<file path="config.mk">
export PLATFORM = sky130hd
export DESIGN_NAME = param_bram_memory_flat
export DESIGN_NICKNAME = d
export VERILOG_FILES = /design/src/rtl/param_bram_memory_if.sv /design/src/rtl/param_bram_memory.sv /design/src/flat_wrapper.sv
export SDC_FILE = /design/constraint.sdc
export NUM_CORES = 2
export LEC_CHECK = 0
export CORE_MARGIN = 1.5
export CORE_UTILIZATION = 65
export CTS_CLUSTER_DIAMETER = 60
export CTS_CLUSTER_SIZE = 40
export DETAILED_ROUTE_END_ITERATION = 16
export PLACE_DENSITY_LB_ADDON = 0.25
export SYNTH_ARGS = -nofsm -noshare
export SYNTH_HDL_FRONTEND = slang
export SYNTH_SLANG_ARGS = --single-unit
</file>
<file path="constraint.sdc">
create_clock -name iwClk -period 6.3 [get_ports iwClk]
set_input_delay 1.575 -clock iwClk [delete_from_list [all_inputs] [get_ports iwClk]]
set_output_delay 1.575 -clock iwClk [all_outputs]
set_load 0.02 [all_outputs]
</file>
<file path="src/rtl/param_bram_memory_if.sv">
// Bus bundle for the byte-strobed scratch memory: read port, write port, status and watch taps.
// The master modport drives requests and the slave modport (the memory) drives responses.
interface param_bram_memory_if #(
    parameter int WATCH_N = 2
);
    logic                   iwReadEn;
    logic [31:0]            iwReadAddr;
    logic [31:0]            owReadData;
    logic                   owReadValid;
    logic [31:0]            iwWriteAddr;
    logic [31:0]            iwWriteData;
    logic [3:0]             iwWstrb;
    logic                   owBusy;
    logic                   owAddrErr;
    logic [32*WATCH_N-1:0]  owWatchData;
    logic [WATCH_N-1:0]     owWatchStrobe;

    modport master (
        output iwReadEn, iwReadAddr, iwWriteAddr, iwWriteData, iwWstrb,
        input  owReadData, owReadValid, owBusy, owAddrErr, owWatchData, owWatchStrobe
    );

    modport slave (
        input  iwReadEn, iwReadAddr, iwWriteAddr, iwWriteData, iwWstrb,
        output owReadData, owReadValid, owBusy, owAddrErr, owWatchData, owWatchStrobe
    );
endinterface

</file>
<file path="src/rtl/param_bram_memory.sv">
// Byte-strobed scratch memory with a 1-cycle write-first read port, a shadowed watch window
// and an optional post-reset zeroing sequencer that holds off all accesses while it runs.
module param_bram_memory #(
    parameter int ADDR_W         = 6,
    parameter int WATCH_BASE     = 43,
    parameter int WATCH_N        = 2,
    parameter int CLEAR_ON_RESET = 1
) (
    input  logic                 iwClk,
    input  logic                 iwnRst,
    param_bram_memory_if.slave   bus
);
    localparam int DEPTH = 2 ** ADDR_W;

    typedef enum logic {
        ST_CLEAR = 1'b0,
        ST_READY = 1'b1
    } state_t;

    state_t                     r_state;
    state_t                     w_state_nxt;
    logic [ADDR_W-1:0]          r_clr_cnt;
    logic                       w_busy;
    logic                       w_clr_we;

    logic [31:0]                r_mem [DEPTH];

    logic [ADDR_W-1:0]          w_rd_idx;
    logic [ADDR_W-1:0]          w_wr_idx;
    logic                       w_rd_oor;
    logic                       w_wr_oor;
    logic                       w_rd_acc;
    logic                       w_wr_acc;
    logic                       w_wr_bad;
    logic [31:0]                w_wmask;
    logic [31:0]                w_rd_merged;
    logic                       w_unused_addr_lsbs;

    logic [31:0]                r_rd_data_p1;
    logic                       r_rd_vld_p1;
    logic                       r_addr_err_p1;
    logic [WATCH_N-1:0][31:0]   r_watch_p1;
    logic [WATCH_N-1:0]         r_watch_stb_p1;

    // FSM: state register
    always_ff @(posedge iwClk or negedge iwnRst) begin
        if (!iwnRst) begin
            r_state <= (CLEAR_ON_RESET != 0) ? ST_CLEAR : ST_READY;
        end else begin
            r_state <= w_state_nxt;
        end
    end

    // FSM: next state; the clear pass ends on the edge that zeroes the last word
    always_comb begin
        w_state_nxt = r_state;
        case (r_state)
            ST_CLEAR: if (&r_clr_cnt) w_state_nxt = ST_READY;
            ST_READY: w_state_nxt = ST_READY;
            default:  w_state_nxt = ST_READY;
        endcase
    end

    // FSM: outputs
    always_comb begin
        w_busy   = 1'b0;
        w_clr_we = 1'b0;
        if (r_state == ST_CLEAR) begin
            w_busy   = 1'b1;
            w_clr_we = 1'b1;
        end
    end

    always_ff @(posedge iwClk or negedge iwnRst) begin
        if (!iwnRst) begin
            r_clr_cnt <= '0;
        end else if (w_clr_we) begin
            r_clr_cnt <= r_clr_cnt + 1'b1;
        end
    end

    assign w_rd_idx = bus.iwReadAddr[ADDR_W+1:2];
    assign w_wr_idx = bus.iwWriteAddr[ADDR_W+1:2];
    assign w_rd_oor = |bus.iwReadAddr[31:ADDR_W+2];
    assign w_wr_oor = |bus.iwWriteAddr[31:ADDR_W+2];

    assign w_rd_acc = !w_busy && bus.iwReadEn;
    assign w_wr_acc = !w_busy && (|bus.iwWstrb) && !w_wr_oor;
    assign w_wr_bad = !w_busy && (|bus.iwWstrb) && w_wr_oor;

    assign w_wmask = {{8{bus.iwWstrb[3]}}, {8{bus.iwWstrb[2]}},
                      {8{bus.iwWstrb[1]}}, {8{bus.iwWstrb[0]}}};

    assign w_unused_addr_lsbs = ^{bus.iwReadAddr[1:0], bus.iwWriteAddr[1:0]};

    // Write-first bypass: strobed bytes of a same-word write override the stored word
    always_comb begin
        w_rd_merged = r_mem[w_rd_idx];
        if (w_wr_acc && (w_wr_idx == w_rd_idx)) begin
            w_rd_merged = (w_rd_merged & ~w_wmask) | (bus.iwWriteData & w_wmask);
        end
    end

    // Array is never reset; the clear sequencer owns the write port while busy
    always_ff @(posedge iwClk) begin
        if (w_clr_we) begin
            r_mem[r_clr_cnt] <= '0;
        end else if (w_wr_acc) begin
            for (int b = 0; b < 4; b++) begin
                if (bus.iwWstrb[b]) r_mem[w_wr_idx][8*b +: 8] <= bus.iwWriteData[8*b +: 8];
            end
        end
    end

    // Stage p1: registered read response and address-error flag
    always_ff @(posedge iwClk or negedge iwnRst) begin
        if (!iwnRst) begin
            r_rd_data_p1  <= '0;
            r_rd_vld_p1   <= 1'b0;
            r_addr_err_p1 <= 1'b0;
        end else begin
            r_rd_vld_p1   <= w_rd_acc;
            r_addr_err_p1 <= (w_rd_acc && w_rd_oor) || w_wr_bad;
            if (w_rd_acc) begin
                r_rd_data_p1 <= w_rd_oor ? 32'h0 : w_rd_merged;
            end
        end
    end

    // Stage p1: watch shadows track the array words on the same edge
    always_ff @(posedge iwClk or negedge iwnRst) begin
        if (!iwnRst) begin
            r_watch_p1     <= '0;
            r_watch_stb_p1 <= '0;
        end else begin
            for (int k = 0; k < WATCH_N; k++) begin
                r_watch_stb_p1[k] <= 1'b0;
                if (w_wr_acc && (w_wr_idx == ADDR_W'(WATCH_BASE + k))) begin
                    r_watch_stb_p1[k] <= 1'b1;
                    r_watch_p1[k]     <= (r_watch_p1[k] & ~w_wmask) | (bus.iwWriteData & w_wmask);
                end
            end
        end
    end

    assign bus.owReadData    = r_rd_data_p1;
    assign bus.owReadValid   = r_rd_vld_p1;
    assign bus.owBusy        = w_busy;
    assign bus.owAddrErr     = r_addr_err_p1;
    assign bus.owWatchData   = r_watch_p1;
    assign bus.owWatchStrobe = r_watch_stb_p1;
endmodule

</file>
<file path="src/flat_wrapper.sv">
// flat-port wrapper written by rule: the top's interface ports become plain ports
module param_bram_memory_flat 
#(
    parameter int ADDR_W         = 6,
    parameter int WATCH_BASE     = 43,
    parameter int WATCH_N        = 2,
    parameter int CLEAR_ON_RESET = 1
)
  (iwClk, iwnRst, bus_iwReadEn, bus_iwReadAddr, bus_iwWriteAddr, bus_iwWriteData, bus_iwWstrb, bus_owReadData, bus_owReadValid, bus_owBusy, bus_owAddrErr, bus_owWatchData, bus_owWatchStrobe);
  param_bram_memory_if #(.WATCH_N(WATCH_N)) bus_i ();
  input  logic iwClk;
  input  logic iwnRst;
  input wire logic [$bits(bus_i.iwReadEn)-1:0] bus_iwReadEn;
  input wire logic [$bits(bus_i.iwReadAddr)-1:0] bus_iwReadAddr;
  input wire logic [$bits(bus_i.iwWriteAddr)-1:0] bus_iwWriteAddr;
  input wire logic [$bits(bus_i.iwWriteData)-1:0] bus_iwWriteData;
  input wire logic [$bits(bus_i.iwWstrb)-1:0] bus_iwWstrb;
  output wire logic [$bits(bus_i.owReadData)-1:0] bus_owReadData;
  output wire logic [$bits(bus_i.owReadValid)-1:0] bus_owReadValid;
  output wire logic [$bits(bus_i.owBusy)-1:0] bus_owBusy;
  output wire logic [$bits(bus_i.owAddrErr)-1:0] bus_owAddrErr;
  output wire logic [$bits(bus_i.owWatchData)-1:0] bus_owWatchData;
  output wire logic [$bits(bus_i.owWatchStrobe)-1:0] bus_owWatchStrobe;
  assign bus_i.iwReadEn = bus_iwReadEn;
  assign bus_i.iwReadAddr = bus_iwReadAddr;
  assign bus_i.iwWriteAddr = bus_iwWriteAddr;
  assign bus_i.iwWriteData = bus_iwWriteData;
  assign bus_i.iwWstrb = bus_iwWstrb;
  assign bus_owReadData = bus_i.owReadData;
  assign bus_owReadValid = bus_i.owReadValid;
  assign bus_owBusy = bus_i.owBusy;
  assign bus_owAddrErr = bus_i.owAddrErr;
  assign bus_owWatchData = bus_i.owWatchData;
  assign bus_owWatchStrobe = bus_i.owWatchStrobe;
  param_bram_memory #(.ADDR_W(ADDR_W), .WATCH_BASE(WATCH_BASE), .WATCH_N(WATCH_N), .CLEAR_ON_RESET(CLEAR_ON_RESET)) u_core (.iwClk(iwClk), .iwnRst(iwnRst), .bus(bus_i));
endmodule
</file>
* After elaboration in Yosys (flattened, before gate mapping)
Memories as Yosys holds them, arrays and structs flattened.
Cells that the tools add are included.
** Cells by class
- Bitwise gates (word level) :: 9
- Reduce and logical (&&, ||, !) cells :: 15
- Multiplexer cells :: 26
- Add/subtract/negate cells :: 1
- Equal/unequal tests :: 3
** Operator list (number)
- 32-bit AND :: 4
- 32-bit 2-to-1 mux :: 3
- 32-bit bitwise OR :: 3
- 24-bit OR reduction :: 2
- 32-bit inverter :: 1
- 32-bit OR reduction :: 1
- 1-bit 2-to-1 mux :: 20
- 6-bit equality test (second input constant) :: 2
- 1-bit logical AND :: 8
- 6-bit by 1-bit adder with 6-bit output (second input constant) :: 1
- 6-bit equality test :: 1
- 6-bit 2-to-1 mux :: 1
- 6-bit AND reduction :: 1
- 4-bit 2-to-1 mux :: 1
- 4-bit OR reduction :: 1
- 1-bit case mux with 2 select lines :: 1
- 1-bit zero test :: 1
- 1-bit logical OR :: 1
- 1-bit inverter :: 1
** Word-level totals
- RAM bits :: 2048
- Memories kept :: 1
- Bits of input ports :: 103
- Flip-flop bits (word level) :: 107
- Output and inout port bits :: 101
** Memory list
- u_core.r_mem :: depth 64, width 32, read ports 1, clocked after memory_dff 0, wr ports 1, line param_bram_memory.sv:26 : logic [31:0] r_mem [DEPTH];

* Longest topological paths before layout
- Word-level depth :: 8
- Gate-level depth with buffers :: 13
- Depth with buffers taken out :: 6

* Worst setup path after synthesis
OpenSTA, ideal clock, no wires.
- Kind :: in2reg
- Start :: input port bus_iwWriteAddr[20]
- End :: memory u_core.r_mem[15][16] (enable)
- Required time :: 5917 ps
- Slack :: 2003 ps
- Arrival time :: 3914 ps
- Stages :: 8
- Cells stage by stage :: nor4_1 -> nand4_1 -> nor3_1 -> buf_2 -> buf_2 -> mux2_2 -> buf_2 -> nor3_1
** On the way
- Cells in the longest elaborated chain, start to end :: 8
- Elaborated cells between the ends (all ways) :: 18
- Those cells by class :: mux: 14; reduce/logical: 4
** Ends and longest elaborated chain
- from (decl) :: line flat_wrapper.sv:15 : input wire logic [$bits(bus_i.iwWriteAddr)-1:0] bus_iwWriteAddr;
- 24-bit OR reduction * :: line param_bram_memory.sv:85 : assign w_wr_oor = |bus.iwWriteAddr[31:ADDR_W+2];
- 1-bit zero test * :: line param_bram_memory.sv:88 : assign w_wr_acc = !w_busy && (|bus.iwWstrb) && !w_wr_oor;
- 1-bit logical AND * :: line param_bram_memory.sv:88
- 1-bit 2-to-1 mux :: line param_bram_memory.sv:108 : end else if (w_wr_acc) begin
- 1-bit 2-to-1 mux :: line param_bram_memory.sv:106 : if (w_clr_we) begin
- 1-bit 2-to-1 mux (not written as such) :: line param_bram_memory.sv:110 : if (bus.iwWstrb[b]) r_mem[w_wr_idx][8*b +: 8] <= bus.iwWriteData[8*b +: 8];
- 32-bit OR reduction (no line)
- 6-bit 2-to-1 mux (no line) or 4-bit 2-to-1 mux (tied branches)
- to (decl) :: line param_bram_memory.sv:26
Mark *: on every way between the ends. The rest lies on a longest branch, timed or not.

* Worst setup path after layout
- Start :: input port bus_iwWstrb[0]
- End :: memory u_core.r_mem[19][0] (enable)
** On the way
- Cells in the longest elaborated chain, start to end :: 8
- Elaborated cells between the ends (all ways) :: 19
- Those cells by class :: mux: 15; reduce/logical: 4
** Ends and longest elaborated chain
- from (decl) :: line flat_wrapper.sv:17 : input wire logic [$bits(bus_i.iwWstrb)-1:0] bus_iwWstrb;
- 4-bit OR reduction :: line param_bram_memory.sv:88
- 1-bit logical AND (2 in a row) :: line param_bram_memory.sv:88
- 1-bit 2-to-1 mux :: line param_bram_memory.sv:108
- 1-bit 2-to-1 mux :: line param_bram_memory.sv:106
- 1-bit 2-to-1 mux (not written as such) :: line param_bram_memory.sv:110
- 32-bit OR reduction (no line)
- 6-bit 2-to-1 mux (no line) or 4-bit 2-to-1 mux (tied branches)
Parallel ways exist; a longest one is shown, timed or not.

==> metrics.cfg <==
[timing]
relSlewSlack = -0.0124
rsz0062_at_grt = no
fmax_mhz = 187
slew_violations = 14
finalSetupViolCount = 0
setup_tns_ns = 0
tightest_slew_ns = 1.52
period_minus_slack_ns = 5.34
min_period_over_period = 0.848
fin_worst_skew_ns = 0.0355
finalHoldViolCount = 0

[floorplanning]
fp.coreArea_mm2 = 0.128
fp.dieW_um = 363
die_area_mm2 = 0.132
rows = 131
start_util = 0.658
die_y_um = 363
io_pins = 204

[clock_network]
cts_root_buf = clkbuf_16
clock_path_buffers = 3
cts_buffers = 134
cts_hold_buf = 0
clock_latency_ns = 0.81
htreeDepth = 4
tritoncts = built
cts_resized = 0
cts.reportedPaths.clkPinSlew_ns = 0.08
post_cts_buffers = 0
cts_sinks = 2155

[drt]
drtIter0Drc = 7200
vias_per_cell = 7.03
post_drt_wl_per_cell_um = 34.5
drc_errors = 0
antenna_left = 0
drt_pass1_iterations = 6
routed_wl_mm = 218
vias = 44600

[yosys]
ys_warn_count = 0
syn_area_per_cell_um2 = 20.9
syn_inst = 4024
synth_commonest_cells = edfxtp_1 (2,048), mux4_2 (506), nor2_1 (208)
synth_seq_cells = 2155
synth_edf_count = 2048
syn_area_mm2 = 0.0842
ys.flop_type = edfxtp_1
yosysMostFrequentCell = edfxtp_1
synth_top_cell_area_share = 0.730
synth_nets = 4128
async_flop_share = 0.0497
synth.largest_area_cell = edfxtp_1
synthTopCellsByArea = edfxtp_1 (73%), mux4_2 (14%), dfrtp_1 (3.2%)
yosysUniqueCellTypes = 67
yosysSeqAreaShare = 0.762

[critical_path]
slowest_delay_ns = 1.09
critPathMaxFanout = 13
critPathKind = in -> reg
path_common_cell = nor3_1
cp_slowest_cell = a21oi_2
cp-end-kind = flop
worst-endpoint-required_ns = 6.70
critPathLaunchType = input pin
path_cells = clkdlybuf4s50_1, o41ai_1, nor3_2, buf_4, nor3_1, a21oi_2, nor3_1
arrival_ns = 5.74

[global_route]
grt.total_usage = 0.336
antenna_found_initial = 13
grt_pass1_wl_mm = 310
grt_pass1_vias = 43900
grt_max_degree = 89
overflow = 0

[place]
placedInstanceArea_mm2 = 0.0902
gp_congestion = 0.913
post-place-cells = 6076
io_buffers = 199
dpl.hpwl_mm = 140

[power]
power_density_mw_per_mm2 = 274
vdd_drop_max_mv = 0.300
p_leak_uw = 0.0268
totalPowerFinal_uw = 26000

[min_path]
hp-class = reg -> reg

[layout]
stdcell_area_mm2 = 0.0950
drive_gt1_frac = 0.271
stdcell_count = 6333
area_delta_synth_final_pct = 12.8
seqCellArea_mm2 = 0.0642
multi_input_area_mm2 = 0.0189
fin_nets = 4590
num-fill-cells = 6860

[outcome]
violations = capacitance limit, slew limit
outcome = finished, violations left

[job]
drv_cap = 1

logic make-up after synthesis:
group,count (synthesis),synth area share
mux,732,0.163
flops,2155,0.762
simple gates,563,0.0309
buf+inv,245,0.0159
fa+ha+maj,1,0.000149
compound gates,317,0.0267
xor+xnor,11,0.00114
power by group:
part / internal (uW) / total [uW] / switching (uW)
Clock: 4670 / 9740 / 5080
Combinational: 322 / 848 / 526
Sequential: 15400 / 15400 / 0
cell usage in the layout (no fill, tap or decap), drive strengths merged, types with 12 or more instances in the layout:
| cell type | instances |
|---|---|
| nand3 | 12 |
| a21oi | 65 |
| mux2i | 147 |
| mux2 | 79 |
| nand2 | 124 |
| and2 | 42 |
| buf | 370 |
| o22ai | 26 |
| nor2 | 208 |
| nor3 | 97 |
| dfrtp | 107 |
| a22oi | 75 |
| clkbuf | 157 |
| clkinv | 39 |
| o21ai | 25 |
| o221ai | 22 |
| mux4 | 506 |
| inv | 40 |
| a211oi | 18 |
| a221oi | 17 |
| a221o | 13 |
| nor4 | 22 |
| edfxtp | 2048 |
| clkdlybuf4s50 | 192 |
area by class of cell:
class | count | area share
flip-flops and latches | 2155 | 0.675
multi-input cells | 1624 | 0.199
clock buffers | 155 | 0.0382
repair buffers | 564 | 0.0526
diodes | 10 | 0.000263
inverters | 7 | 0.000329
clock inverters | 89 | 0.0117
well taps | 1729 | 0.0228
worst paths after layout:
kind / startpoint / endpoint / slack, ns / depth (start not counted)
max: bus_iwWstrb[0] / u_core.r_mem[19][0]$_DFFE_PP_ / 0.96 / 7
min: u_core.bus.owReadData[23]$_DFFE_PN0P_ / u_core.bus.owReadData[23]$_DFFE_PN0P_ / 0.50 / 2
max reg2reg: u_core.r_state$_DFF_PN0_ / u_core.r_mem[19][0]$_DFFE_PP_ / 1.90 / 6
min reg2reg: u_core.bus.owReadData[23]$_DFFE_PN0P_ / u_core.bus.owReadData[23]$_DFFE_PN0P_ / 0.50 / 2
max in group asynchronous: iwnRst / u_core.bus.owReadData[13]$_DFFE_PN0P_ / 4.28 / 2
min in group asynchronous: iwnRst / asynchronous set/reset pin / 0.72 / 1
flip-flops by register name, summed over array words and instances (netlist names), named ones only:
| name | cells |
|---|---|
| u_core.bus.owReadData | 32 |
| u_core.bus.owAddrErr | 1 |
| u_core.r_mem | 2048 |
| u_core.r_state | 1 |
| u_core.bus.owReadValid | 1 |
| u_core.r_clr_cnt | 6 |
| u_core.bus.owWatchStrobe | 2 |
through the flow:
| step | setup slack (ns) | hold slack (ns) | util |
|---|---|---|---|
| after global routing | 1.05 | 0.515 | 0.742 |
| after floorplan | 2.00 | 0.525 | - |
| after global placement | 0.486 | 0.470 | 0.705 |
| after CTS | 1.30 | 0.501 | 0.742 |
| after detailed placement | 0.420 | 0.484 | 0.705 |
| final | 0.957 | 0.496 | 0.742 |
routing by layer:
| layer | share of wire | up-vias | GRT usage |
|---|---|---|---|
| li1 | - | 17600 | - |
| met1 | 0.35 | 23000 | 0.463 |
| met2 | 0.47 | 3395 | 0.514 |
| met3 | 0.13 | 523 | 0.100 |
| met4 | 0.046 | 10 | 0.135 |
| met5 | 0.00032 | - | 0 |
worst max-delay path, delay by kind of cell:
kind                   cells  cell delay [ns]
and+or+nand+nor            3             1.47
buffers and inverters      2             1.36
AOI/OAI and AO/OA          2             1.32
(Power assumes the default switching activity.)
